[config.mk]
export PLATFORM = sky130hd
export DESIGN_NAME = fp_regfile_scoreboard_flat
export DESIGN_NICKNAME = d
export VERILOG_FILES = /design/src/rtl/fp_regfile_scoreboard_if.sv /design/src/rtl/fp_regfile_scoreboard.sv /design/src/flat_wrapper.sv
export SDC_FILE = /design/constraint.sdc
export NUM_CORES = 2
export LEC_CHECK = 0
export CAP_MARGIN = 20
export CORE_MARGIN = 1
export CORE_UTILIZATION = 63
export DETAILED_ROUTE_END_ITERATION = 8
export GPL_TIMING_DRIVEN = 0
export PLACE_DENSITY = 0.79
export RECOVER_POWER = 100
export SLEW_MARGIN = 20
export SYNTH_ARGS = -nofsm -noshare
export SYNTH_HDL_FRONTEND = slang
export SYNTH_SLANG_ARGS = --single-unit
[constraint.sdc]
create_clock -name Clk -period 6.75 [get_ports Clk]
set_input_delay 2.025 -clock Clk [delete_from_list [all_inputs] [get_ports Clk]]
set_output_delay 2.025 -clock Clk [all_outputs]
set_load 0.02 [all_outputs]
[src/rtl/fp_regfile_scoreboard_if.sv]
// Issue/writeback/read bundle of the FP register file with busy scoreboard.
// The master modport is the issue/FPU side; the slave modport is the register file.
interface fp_regfile_scoreboard_if #(
    parameter int DATA_WIDTH = 64,
    parameter int NUM_REGS   = 32
);
    localparam int ADDR_WIDTH = $clog2(NUM_REGS);
    localparam int CNT_WIDTH  = $clog2(NUM_REGS + 1);

    logic                  write_En;
    logic [ADDR_WIDTH-1:0] writeAddr;
    logic [DATA_WIDTH-1:0] data_in;
    logic [ADDR_WIDTH-1:0] addr_A;
    logic [ADDR_WIDTH-1:0] addr_B;
    logic [DATA_WIDTH-1:0] data_outA;
    logic [DATA_WIDTH-1:0] data_outB;
    logic                  busy_A;
    logic                  busy_B;
    logic                  rsv_En;
    logic [ADDR_WIDTH-1:0] rsv_Addr;
    logic                  rsv_Ack;
    logic                  rsv_Err;
    logic [CNT_WIDTH-1:0]  busy_Count;

    modport master (
        output write_En, writeAddr, data_in, addr_A, addr_B, rsv_En, rsv_Addr,
        input  data_outA, data_outB, busy_A, busy_B, rsv_Ack, rsv_Err, busy_Count
    );

    modport slave (
        input  write_En, writeAddr, data_in, addr_A, addr_B, rsv_En, rsv_Addr,
        output data_outA, data_outB, busy_A, busy_B, rsv_Ack, rsv_Err, busy_Count
    );
endinterface

[src/rtl/fp_regfile_scoreboard.sv]
// FP register file: two combinational read ports, one synchronous write port and a
// per-register busy scoreboard. Issue reserves a destination (sets busy), writeback
// writes data and clears busy; reads report busy so issue can stall on RAW hazards.
// Optional write-to-read forwarding is enabled by defining FP_REGFILE_BYPASS_EN.
module fp_regfile_scoreboard #(
    parameter int DATA_WIDTH = 64,
    parameter int NUM_REGS   = 32
) (
    input  logic                    Clk,
    input  logic                    Rst_n,
    fp_regfile_scoreboard_if.slave  bus
);
    localparam int ADDR_WIDTH = $clog2(NUM_REGS);
    localparam int CNT_WIDTH  = $clog2(NUM_REGS + 1);
    localparam logic [ADDR_WIDTH:0] NREGS_W = (ADDR_WIDTH + 1)'(NUM_REGS);

    logic [DATA_WIDTH-1:0] regs_q [NUM_REGS];
    logic [NUM_REGS-1:0]   busy_q, busy_d;
    logic [CNT_WIDTH-1:0]  count_q, count_d;
    logic                  ack_q, ack_d;
    logic                  err_q, err_d;
    logic                  wr_ok_s, rsv_ok_s, same_s;
    logic [DATA_WIDTH-1:0] data_a_s, data_b_s;
    logic                  busy_a_s, busy_b_s;

    // Address lies inside the implemented register range (matters for non power-of-2 sizes).
    function automatic logic in_range(input logic [ADDR_WIDTH-1:0] a);
        return ({1'b0, a} < NREGS_W);
    endfunction

    assign wr_ok_s  = bus.write_En && in_range(bus.writeAddr);
    assign rsv_ok_s = bus.rsv_En && in_range(bus.rsv_Addr);
    assign same_s   = wr_ok_s && (bus.writeAddr == bus.rsv_Addr);

    // Scoreboard next state: a write clears busy first, then an accepted reserve sets it,
    // so a same-cycle write+reserve to one register leaves the new producer pending.
    always_comb begin
        busy_d  = busy_q;
        count_d = count_q;
        ack_d   = 1'b0;
        err_d   = 1'b0;
        if (wr_ok_s) begin
            busy_d[bus.writeAddr] = 1'b0;
            if (busy_q[bus.writeAddr]) begin
                count_d = count_d - CNT_WIDTH'(1'b1);
            end else begin
                count_d = count_d;
            end
        end else begin
            busy_d = busy_d;
        end
        if (rsv_ok_s) begin
            if (!busy_q[bus.rsv_Addr] || same_s) begin
                busy_d[bus.rsv_Addr] = 1'b1;
                ack_d                = 1'b1;
                count_d              = count_d + CNT_WIDTH'(1'b1);
            end else begin
                err_d = 1'b1;
            end
        end else begin
            ack_d = 1'b0;
        end
    end

    // Scoreboard, busy counter and reservation response registers.
    always_ff @(posedge Clk or negedge Rst_n) begin
        if (!Rst_n) begin
            busy_q  <= '0;
            count_q <= '0;
            ack_q   <= 1'b0;
            err_q   <= 1'b0;
        end else begin
            busy_q  <= busy_d;
            count_q <= count_d;
            ack_q   <= ack_d;
            err_q   <= err_d;
        end
    end

    // Register array: cleared on reset, written by the writeback port.
    always_ff @(posedge Clk or negedge Rst_n) begin
        if (!Rst_n) begin
            for (int i = 0; i < NUM_REGS; i++) begin
                regs_q[i] <= '0;
            end
        end else if (wr_ok_s) begin
            regs_q[bus.writeAddr] <= bus.data_in;
        end
    end

    // Read port A: array lookup, zero for out-of-range, optional forwarding of the write.
    always_comb begin
        data_a_s = '0;
        busy_a_s = 1'b0;
        if (in_range(bus.addr_A)) begin
            data_a_s = regs_q[bus.addr_A];
            busy_a_s = busy_q[bus.addr_A];
        end else begin
            data_a_s = '0;
        end
`ifdef FP_REGFILE_BYPASS_EN
        if (wr_ok_s && (bus.addr_A == bus.writeAddr)) begin
            data_a_s = bus.data_in;
            busy_a_s = 1'b0;
        end else begin
            busy_a_s = busy_a_s;
        end
`endif
    end

    // Read port B: same behaviour as port A.
    always_comb begin
        data_b_s = '0;
        busy_b_s = 1'b0;
        if (in_range(bus.addr_B)) begin
            data_b_s = regs_q[bus.addr_B];
            busy_b_s = busy_q[bus.addr_B];
        end else begin
            data_b_s = '0;
        end
`ifdef FP_REGFILE_BYPASS_EN
        if (wr_ok_s && (bus.addr_B == bus.writeAddr)) begin
            data_b_s = bus.data_in;
            busy_b_s = 1'b0;
        end else begin
            busy_b_s = busy_b_s;
        end
`endif
    end

    assign bus.data_outA  = data_a_s;
    assign bus.data_outB  = data_b_s;
    assign bus.busy_A     = busy_a_s;
    assign bus.busy_B     = busy_b_s;
    assign bus.rsv_Ack    = ack_q;
    assign bus.rsv_Err    = err_q;
    assign bus.busy_Count = count_q;
endmodule
[src/flat_wrapper.sv]
// flat-port wrapper written by rule: the top's interface ports become plain ports
module fp_regfile_scoreboard_flat 
#(
    parameter int DATA_WIDTH = 64,
    parameter int NUM_REGS   = 32
)
  (Clk, Rst_n, bus_write_En, bus_writeAddr, bus_data_in, bus_addr_A, bus_addr_B, bus_rsv_En, bus_rsv_Addr, bus_data_outA, bus_data_outB, bus_busy_A, bus_busy_B, bus_rsv_Ack, bus_rsv_Err, bus_busy_Count);
  fp_regfile_scoreboard_if #(.DATA_WIDTH(DATA_WIDTH), .NUM_REGS(NUM_REGS)) bus_i ();
  input  logic Clk;
  input  logic Rst_n;
  input wire logic [$bits(bus_i.write_En)-1:0] bus_write_En;
  input wire logic [$bits(bus_i.writeAddr)-1:0] bus_writeAddr;
  input wire logic [$bits(bus_i.data_in)-1:0] bus_data_in;
  input wire logic [$bits(bus_i.addr_A)-1:0] bus_addr_A;
  input wire logic [$bits(bus_i.addr_B)-1:0] bus_addr_B;
  input wire logic [$bits(bus_i.rsv_En)-1:0] bus_rsv_En;
  input wire logic [$bits(bus_i.rsv_Addr)-1:0] bus_rsv_Addr;
  output wire logic [$bits(bus_i.data_outA)-1:0] bus_data_outA;
  output wire logic [$bits(bus_i.data_outB)-1:0] bus_data_outB;
  output wire logic [$bits(bus_i.busy_A)-1:0] bus_busy_A;
  output wire logic [$bits(bus_i.busy_B)-1:0] bus_busy_B;
  output wire logic [$bits(bus_i.rsv_Ack)-1:0] bus_rsv_Ack;
  output wire logic [$bits(bus_i.rsv_Err)-1:0] bus_rsv_Err;
  output wire logic [$bits(bus_i.busy_Count)-1:0] bus_busy_Count;
  assign bus_i.write_En = bus_write_En;
  assign bus_i.writeAddr = bus_writeAddr;
  assign bus_i.data_in = bus_data_in;
  assign bus_i.addr_A = bus_addr_A;
  assign bus_i.addr_B = bus_addr_B;
  assign bus_i.rsv_En = bus_rsv_En;
  assign bus_i.rsv_Addr = bus_rsv_Addr;
  assign bus_data_outA = bus_i.data_outA;
  assign bus_data_outB = bus_i.data_outB;
  assign bus_busy_A = bus_i.busy_A;
  assign bus_busy_B = bus_i.busy_B;
  assign bus_rsv_Ack = bus_i.rsv_Ack;
  assign bus_rsv_Err = bus_i.rsv_Err;
  assign bus_busy_Count = bus_i.busy_Count;
  fp_regfile_scoreboard #(.DATA_WIDTH(DATA_WIDTH), .NUM_REGS(NUM_REGS)) u_core (.Clk(Clk), .Rst_n(Rst_n), .bus(bus_i));
endmodule
== Word-level counts from Yosys, hierarchy flattened ==
Index checks and enable logic that the tools add are counted.

* Word-level logic and storage cells: 93
* Output and inout port bits: 138
* Register bits: 2088
* Input port bits: 88

* Equal/unequal tests: 1
* Order comparisons: 10
* Bitwise gates (word level): 6
* Multiplexer cells: 32
* Reduce and logical (&&, ||, !) cells: 6
* $add $sub $neg: 2

{| class="wikitable"
|+ Operators by type and width
! cell !! number
|-
| bitwise mux 2048 bit || 1
|-
| binary-select mux 64 bit (select 5 bit) || 2
|-
| demux 64 bit (select 5 bit) || 1
|-
| 2-to-1 mux 64 bit || 5
|-
| 2-to-1 mux 32 bit || 3
|-
| AND 32 bit || 1
|-
| inverter 32 bit || 1
|-
| bitwise OR 32 bit || 1
|-
| < comparator 5 x 6 -> 1 bit (second input constant) || 4
|-
| 2-to-1 mux 6 bit || 4
|-
| binary-select mux 1 bit (select 5 bit) || 4
|-
| greater-or-equal comparator 6 bit (second input constant) || 3
|-
| inverter 5 -> 6 bit || 3
|-
| demux 1 bit (select 5 bit) || 2
|-
| greater-or-equal comparator 5 x 1 -> 1 bit (second input constant) || 2
|-
| 2-to-1 mux 1 bit || 10
|-
| adder 6 x 1 -> 6 bit (second input constant) || 1
|-
| < comparator 6 x 1 -> 1 bit (second input constant) || 1
|-
| subtractor 6 x 1 -> 6 bit (second input constant) || 1
|-
| equality test 5 bit || 1
|-
| logical AND 1 bit || 4
|-
| zero test 1 bit || 1
|-
| logical OR 1 bit || 1
|}

== Longest topological paths before layout ==
* Depth in word-level cells: 10
* Mapped depth: 11
* Mapped depth without buffers: 8

== Worst setup path after synthesis ==
Ideal clock, no wire load.

* Path kind: in2out
* Start point: input port bus_addr_A[0]
* End point: output port bus_busy_A
* Stages on the path: 6
* Arrival: 4367 ps
* Required time: 4725 ps
* Buffers on the path: 3
* Setup slack: 358 ps
* Cells stage by stage: clkbuf_1 > clkbuf_1 > buf_1 > mux4_2 > mux4_2 > mux2_2

* Word-level cells in the longest chain between the ends: 2

{| class="wikitable"
|+ Ends and longest elaborated chain
! element !! RTL line !! text
|-
| start, declared || flat_wrapper.sv:14 || <nowiki>input wire logic [$bits(bus_i.addr_A)-1:0] bus_addr_A;</nowiki>
|-
| binary-select mux 1 bit (select 5 bit) || fp_regfile_scoreboard.sv:97 || <nowiki>busy_a_s = busy_q[bus.addr_A];</nowiki>
|-
| 2-to-1 mux 1 bit (implied by the code) || fp_regfile_scoreboard.sv:97 ||
|-
| end, declared || flat_wrapper.sv:20 || <nowiki>output wire logic [$bits(bus_i.busy_A)-1:0] bus_busy_A;</nowiki>
|}

Every way passes these cells. The select of a mux whose other input is x is not followed.

== Final worst setup path ==
* Start point: input port bus_addr_A[1]
* End point: output port bus_data_outA[2]

* Word-level cells in the longest chain between the ends: 4

{| class="wikitable"
|+ Ends and longest elaborated chain
! element !! RTL line !! text
|-
| inverter 5 -> 6 bit (implied by the code) || fp_regfile_scoreboard.sv:96 || <nowiki>data_a_s = regs_q[bus.addr_A];</nowiki>
|-
| binary-select mux 64 bit (select 5 bit) || fp_regfile_scoreboard.sv:96 ||
|-
| 2-to-1 mux 64 bit (implied by the code) (2 in series) || fp_regfile_scoreboard.sv:96 ||
|-
| end, declared || flat_wrapper.sv:18 || <nowiki>output wire logic [$bits(bus_i.data_outA)-1:0] bus_data_outA;</nowiki>
|}

Every way passes these cells. The select of a mux whose other input is x is not followed.

==> report_table.html <==
<table>
<tr><th>Metric</th><th>Value</th></tr>
<tr><th colspan="2">Power and ir drop</th></tr>
<tr><td>Areal power density over the cells</td><td>306.1 nW/µm²</td></tr>
<tr><td>Clock share of power</td><td>31.6%</td></tr>
<tr><td>Sequential power share</td><td>44.2%</td></tr>
<tr><td>Combinational power share</td><td>24.2%</td></tr>
<tr><td>Peak ir drop on the vdd network</td><td>0.2627 mV</td></tr>
<tr><td>Internal portion of total power</td><td>27300 µW</td></tr>
<tr><td>Net switching power of the design</td><td>11000 µW</td></tr>
<tr><td>Leakage power total</td><td>0.05368 µW</td></tr>
<tr><td>Switching power as a share of total power</td><td>28.73%</td></tr>
<tr><th colspan="2">Drt</th></tr>
<tr><td>Detailed Route WL</td><td>365600 µm</td></tr>
<tr><td>DRC violation count after routing</td><td>0</td></tr>
<tr><td>Remaining antenna violation count</td><td>0</td></tr>
<tr><td>Pre-Repair DR Iteration Count</td><td>6</td></tr>
<tr><td>Wire per inst</td><td>38.32 µm</td></tr>
<tr><td>Drt initial violations</td><td>8880</td></tr>
<tr><td>Overall via count from detail_route</td><td>71.70k</td></tr>
<tr><td>Routed via count divided by cell count</td><td>7.515</td></tr>
<tr><th colspan="2">Global routing</th></tr>
<tr><td>Grt total ovfl</td><td>0</td></tr>
<tr><td>Wire length of the first global-routing pass</td><td>525000 µm</td></tr>
<tr><td>Vias in the first global route</td><td>73.58k</td></tr>
<tr><td>Pin count of the biggest net entering global routing</td><td>151</td></tr>
<tr><td>Overall Global Routing Usage</td><td>42.29%</td></tr>
<tr><td>Initial antenna violation count</td><td>24</td></tr>
<tr><th colspan="2">Outcome</th></tr>
<tr><td>Violations in the final reports</td><td>capacitance limit, slew limit, setup timing</td></tr>
<tr><td>Run status</td><td>finished, violations left</td></tr>
<tr><th colspan="2">STA</th></tr>
<tr><td>Transition time of the tightest slew-check pin</td><td>3123 ps</td></tr>
<tr><td>Setup skew after layout</td><td>20.37 ps</td></tr>
<tr><td>Final setup violation count</td><td>10</td></tr>
<tr><td>Tightest slew margin relative to the limit</td><td>-108.2%</td></tr>
<tr><td>Final hold viol count</td><td>0</td></tr>
<tr><td>Final number of max-transition violations</td><td>775</td></tr>
<tr><td>Period utilisation layout</td><td>100.4%</td></tr>
<tr><td>Total Neg Setup Slack</td><td>-143.3 ps</td></tr>
<tr><td>Fin crit period</td><td>6776 ps</td></tr>
<tr><td>Achievable clock frequency</td><td>147.6 MHz</td></tr>
<tr><td>Worst Setup Slack, final</td><td>-25.83 ps</td></tr>
<tr><td>Setup repair after global routing missed its margin</td><td>no</td></tr>
<tr><td>Min Hold Slack</td><td>473.8 ps</td></tr>
<tr><th colspan="2">Cells and area</th></tr>
<tr><td>Share of post-route cells with drive strength above 1</td><td>57.49%</td></tr>
<tr><td>Fraction of the core area covered by cells at the end of the flow</td><td>71.91%</td></tr>
<tr><td>Most frequent cells in the layout</td><td>2134 x mux2_2, 2088 x dfrtp_1, 1303 x mux4_2</td></tr>
<tr><td>Growth of design area from synthesis to finish</td><td>13.26%</td></tr>
<tr><td>Net count of the finished layout</td><td>7115</td></tr>
<tr><td>Most frequent standard cell in the layout excluding fill and tap cells</td><td>mux2_2</td></tr>
<tr><th colspan="2">Worst setup path</th></tr>
<tr><td>Highest fanout seen on the critical path</td><td>10</td></tr>
<tr><td>Setup Crit Path Kind</td><td>in -&gt; out</td></tr>
<tr><td>CP Launch Type</td><td>primary input</td></tr>
<tr><td>Highest cell delay on the worst timing path</td><td>560 ps</td></tr>
<tr><td>Chain of cells forming the critical path</td><td>clkbuf_4 -&gt; clkbuf_8 -&gt; clkbuf_4 -&gt; mux4_2 -&gt; mux4_2 -&gt; mux2_2 -&gt; clkdlybuf4s50_1</td></tr>
<tr><td>Worst EP required</td><td>4720 ps</td></tr>
<tr><td>CP top delay family</td><td>buffers and inverters</td></tr>
<tr><td>Cell with the biggest individual delay on the critical path</td><td>clkdlybuf4s50_1</td></tr>
<tr><td>Arrival time of data at the critical path endpoint</td><td>4750 ps</td></tr>
<tr><td>Count of buffering cells on the critical path with inverters included</td><td>4</td></tr>
<tr><td>Capturing element type of the critical path</td><td>output pin</td></tr>
<tr><th colspan="2">Clock network</th></tr>
<tr><td>Cell chosen for the clock root</td><td>clkbuf_16</td></tr>
<tr><td>Clock latency on the worst-skew pair</td><td>880 ps</td></tr>
<tr><td>Clock edge transition at the registers on the reported setup and hold paths</td><td>60 ps</td></tr>
<tr><td>Total clock buffers created by CTS</td><td>214</td></tr>
<tr><td>CTS H-Tree Depth</td><td>4</td></tr>
<tr><td>Buffer depth of the longest clock path</td><td>3</td></tr>
<tr><td>Clock sink total</td><td>2088</td></tr>
<tr><td>CTS tree</td><td>done</td></tr>
<tr><td>CTS Hold Bufs</td><td>0</td></tr>
<tr><th colspan="2">Worst hold path</th></tr>
<tr><td>Hold/Removal Path Class</td><td>reg -&gt; reg</td></tr>
<tr><th colspan="2">Floorplan</th></tr>
<tr><td>Core region area</td><td>174000 µm²</td></tr>
<tr><td>Vert. Die Dim</td><td>420.8 µm</td></tr>
<tr><td>Die W</td><td>420.8 µm</td></tr>
<tr><td>Boundary pin count</td><td>226</td></tr>
<tr><td>Effective utilization at floorplan</td><td>63.49%</td></tr>
<tr><td>Cell Rows</td><td>153</td></tr>
<tr><td>Full die area</td><td>177100 µm²</td></tr>
<tr><th colspan="2">Place</th></tr>
<tr><td>Count of input and output buffers</td><td>207</td></tr>
<tr><td>Worst slack at placement</td><td>-1435 ps</td></tr>
<tr><td>Half-perimeter wire length after placement</td><td>254200 µm</td></tr>
<tr><td>Global placer's final weighted congestion</td><td>0.9403</td></tr>
<tr><th colspan="2">Logic synthesis</th></tr>
<tr><td>Yosys warns</td><td>0</td></tr>
<tr><td>Count of unique library cells instantiated by Yosys</td><td>47</td></tr>
<tr><td>Area of the mapped netlist</td><td>110500 µm²</td></tr>
<tr><td>Mapped Cells</td><td>6551</td></tr>
<tr><td>Share of the synthesized area in the top cell type</td><td>47.29%</td></tr>
<tr><td>Synth top area cells</td><td>dfrtp_1 47%, mux4_2 27%, mux2_2 22%</td></tr>
<tr><td>Post-synthesis sequential area ratio</td><td>47.29%</td></tr>
<tr><td>Biggest area consumer among synthesized cells</td><td>dfrtp_1</td></tr>
<tr><td>Post-Synthesis Net Count</td><td>6640</td></tr>
<tr><td>Post-synthesis register bit count</td><td>2088</td></tr>
<tr><td>Syn avg cell area</td><td>16.87 µm²</td></tr>
<tr><th colspan="2">Flow run</th></tr>
<tr><td>Max Cap Viol</td><td>20</td></tr>
</table>
==> flip-flops by register name (all words and copies together) (netlist names) <==
name	count
u_core.busy_q	32
u_core.bus.rsv_Ack	1
u_core.bus.rsv_Err	1
u_core.bus.busy_Count	6
u_core.regs_q	2048
==> worst paths after layout <==
| path | start | end | slack, ps | cells past startpoint |
|---|---|---|---|---|
| max | bus_addr_A[1] | bus_data_outA[2] | -30 | 7 |
| min | u_core.bus.busy_Count[5]$_DFF_PN0_ | u_core.bus.busy_Count[5]$_DFF_PN0_ | 470 | 1 |
| max reg2reg | u_core.busy_q[21]$_DFF_PN0_ | u_core.bus.busy_Count[5]$_DFF_PN0_ | 3430 | 9 |
| min reg2reg | u_core.bus.busy_Count[5]$_DFF_PN0_ | u_core.bus.busy_Count[5]$_DFF_PN0_ | 470 | 1 |
| max in group asynchronous | Rst_n | u_core.regs_q[665]$_DFFE_PN0P_ | 820 | 4 |
| min in group asynchronous | Rst_n | u_core.regs_q[1036]$_DFFE_PN0P_ | 1030 | 1 |
==> power by group through the flow <==
stage	combinational [µW]	sequential [µW]	clock (µW)
2_1_floorplan	6420	16300	0
3_3_place_gp	8830	16900	0
3_5_place_dp	9200	17000	0
4_1_cts	9230	16800	12100
5_1_grt	9630	17200	12600
6_report	9280	16900	12100
==> synthesized netlist by cell type (all sizes together) <==
| master | count |
|---|---|
| o311ai | 1 |
| a31oi | 1 |
| nor3b | 2 |
| o32ai | 2 |
| mux4 | 1303 |
| nand3b | 10 |
| and3 | 4 |
| o22ai | 14 |
| nor4 | 4 |
| mux2i | 29 |
| a32oi | 1 |
| mux2 | 2179 |
| o211a | 1 |
| nor2b | 2 |
| or3b | 2 |
| clkbuf | 599 |
| nand2 | 43 |
| o31ai | 1 |
| or3 | 2 |
| nor3 | 5 |
| xnor2 | 8 |
| nor2 | 30 |
| or2 | 4 |
| a211oi | 3 |
| inv | 10 |
| a21oi | 1 |
| buf | 133 |
| a41o | 1 |
| nand2b | 7 |
| o221ai | 2 |
| nand3 | 6 |
| a2111oi | 2 |
| o21ai | 41 |
| xor2 | 7 |
| and4 | 1 |
| a22oi | 1 |
| ha | 1 |
| dfrtp | 2088 |
==> routing by layer <==
metal,track usage [%],part of all wire (%)
met1,55.70,36
met2,61.43,45
met3,13.46,12
met4,26.85,7.5
met5,0.3827,0.013
==> logic make-up after synthesis <==
group                    share of synthesized area (%)
multiplexers                                     49.03
flip-flops                                       47.29
buffers and inverters                            2.582
AND/OR/NAND/NOR                                 0.5447
AO/OA/AOI/OAI                                   0.4213
XOR/XNOR                                        0.1189
adder cells (fa/ha/maj)                        0.01132
==> layout make-up <==
type / instances / area, µm²
multi-input cells: 3721 / 55380
flip-flops and latches: 2088 / 52250
fillers: 10739 / 48880
clock buffers: 326 / 6411
plain buffers: 731 / 4472
repair buffers: 260 / 2973
well taps: 2325 / 2909
clock inverters: 62 / 655.6
diodes: 18 / 45.04
inverters: 10 / 37.54
==> per-stage QoR <==
stage / instance area (µm²) / std cells / total power, µW
after floorplan: 110500 / 6551 / 22770
after global placement: 115500 / 9083 / 25750
after detailed placement: 117000 / 9134 / 26170
after CTS: 125500 / 9523 / 38110
after global routing: 125100 / 9532 / 39390
final: 125100 / 9541 / 38300
==> timing repair <==
action | CTS | global route
buffers inserted | 0 | 2
endpoints found under the setup margin | 130 | 45
gates cloned | 1 | 0
resized for setup | 812 | 47
endpoints found under the hold margin | 0 | 0
==> worst reg2reg max path, stage by stage, from the launching register on <==
cell       delay, ps
dfrtp_1          460
mux4_2           510
and4_4           220
a2111oi_4        330
a41o_1           360
clkbuf_1         470
mux2i_1          340
o311ai_2         180
o22ai_2          210
xor2_1           160
(Power assumes the default switching activity.)
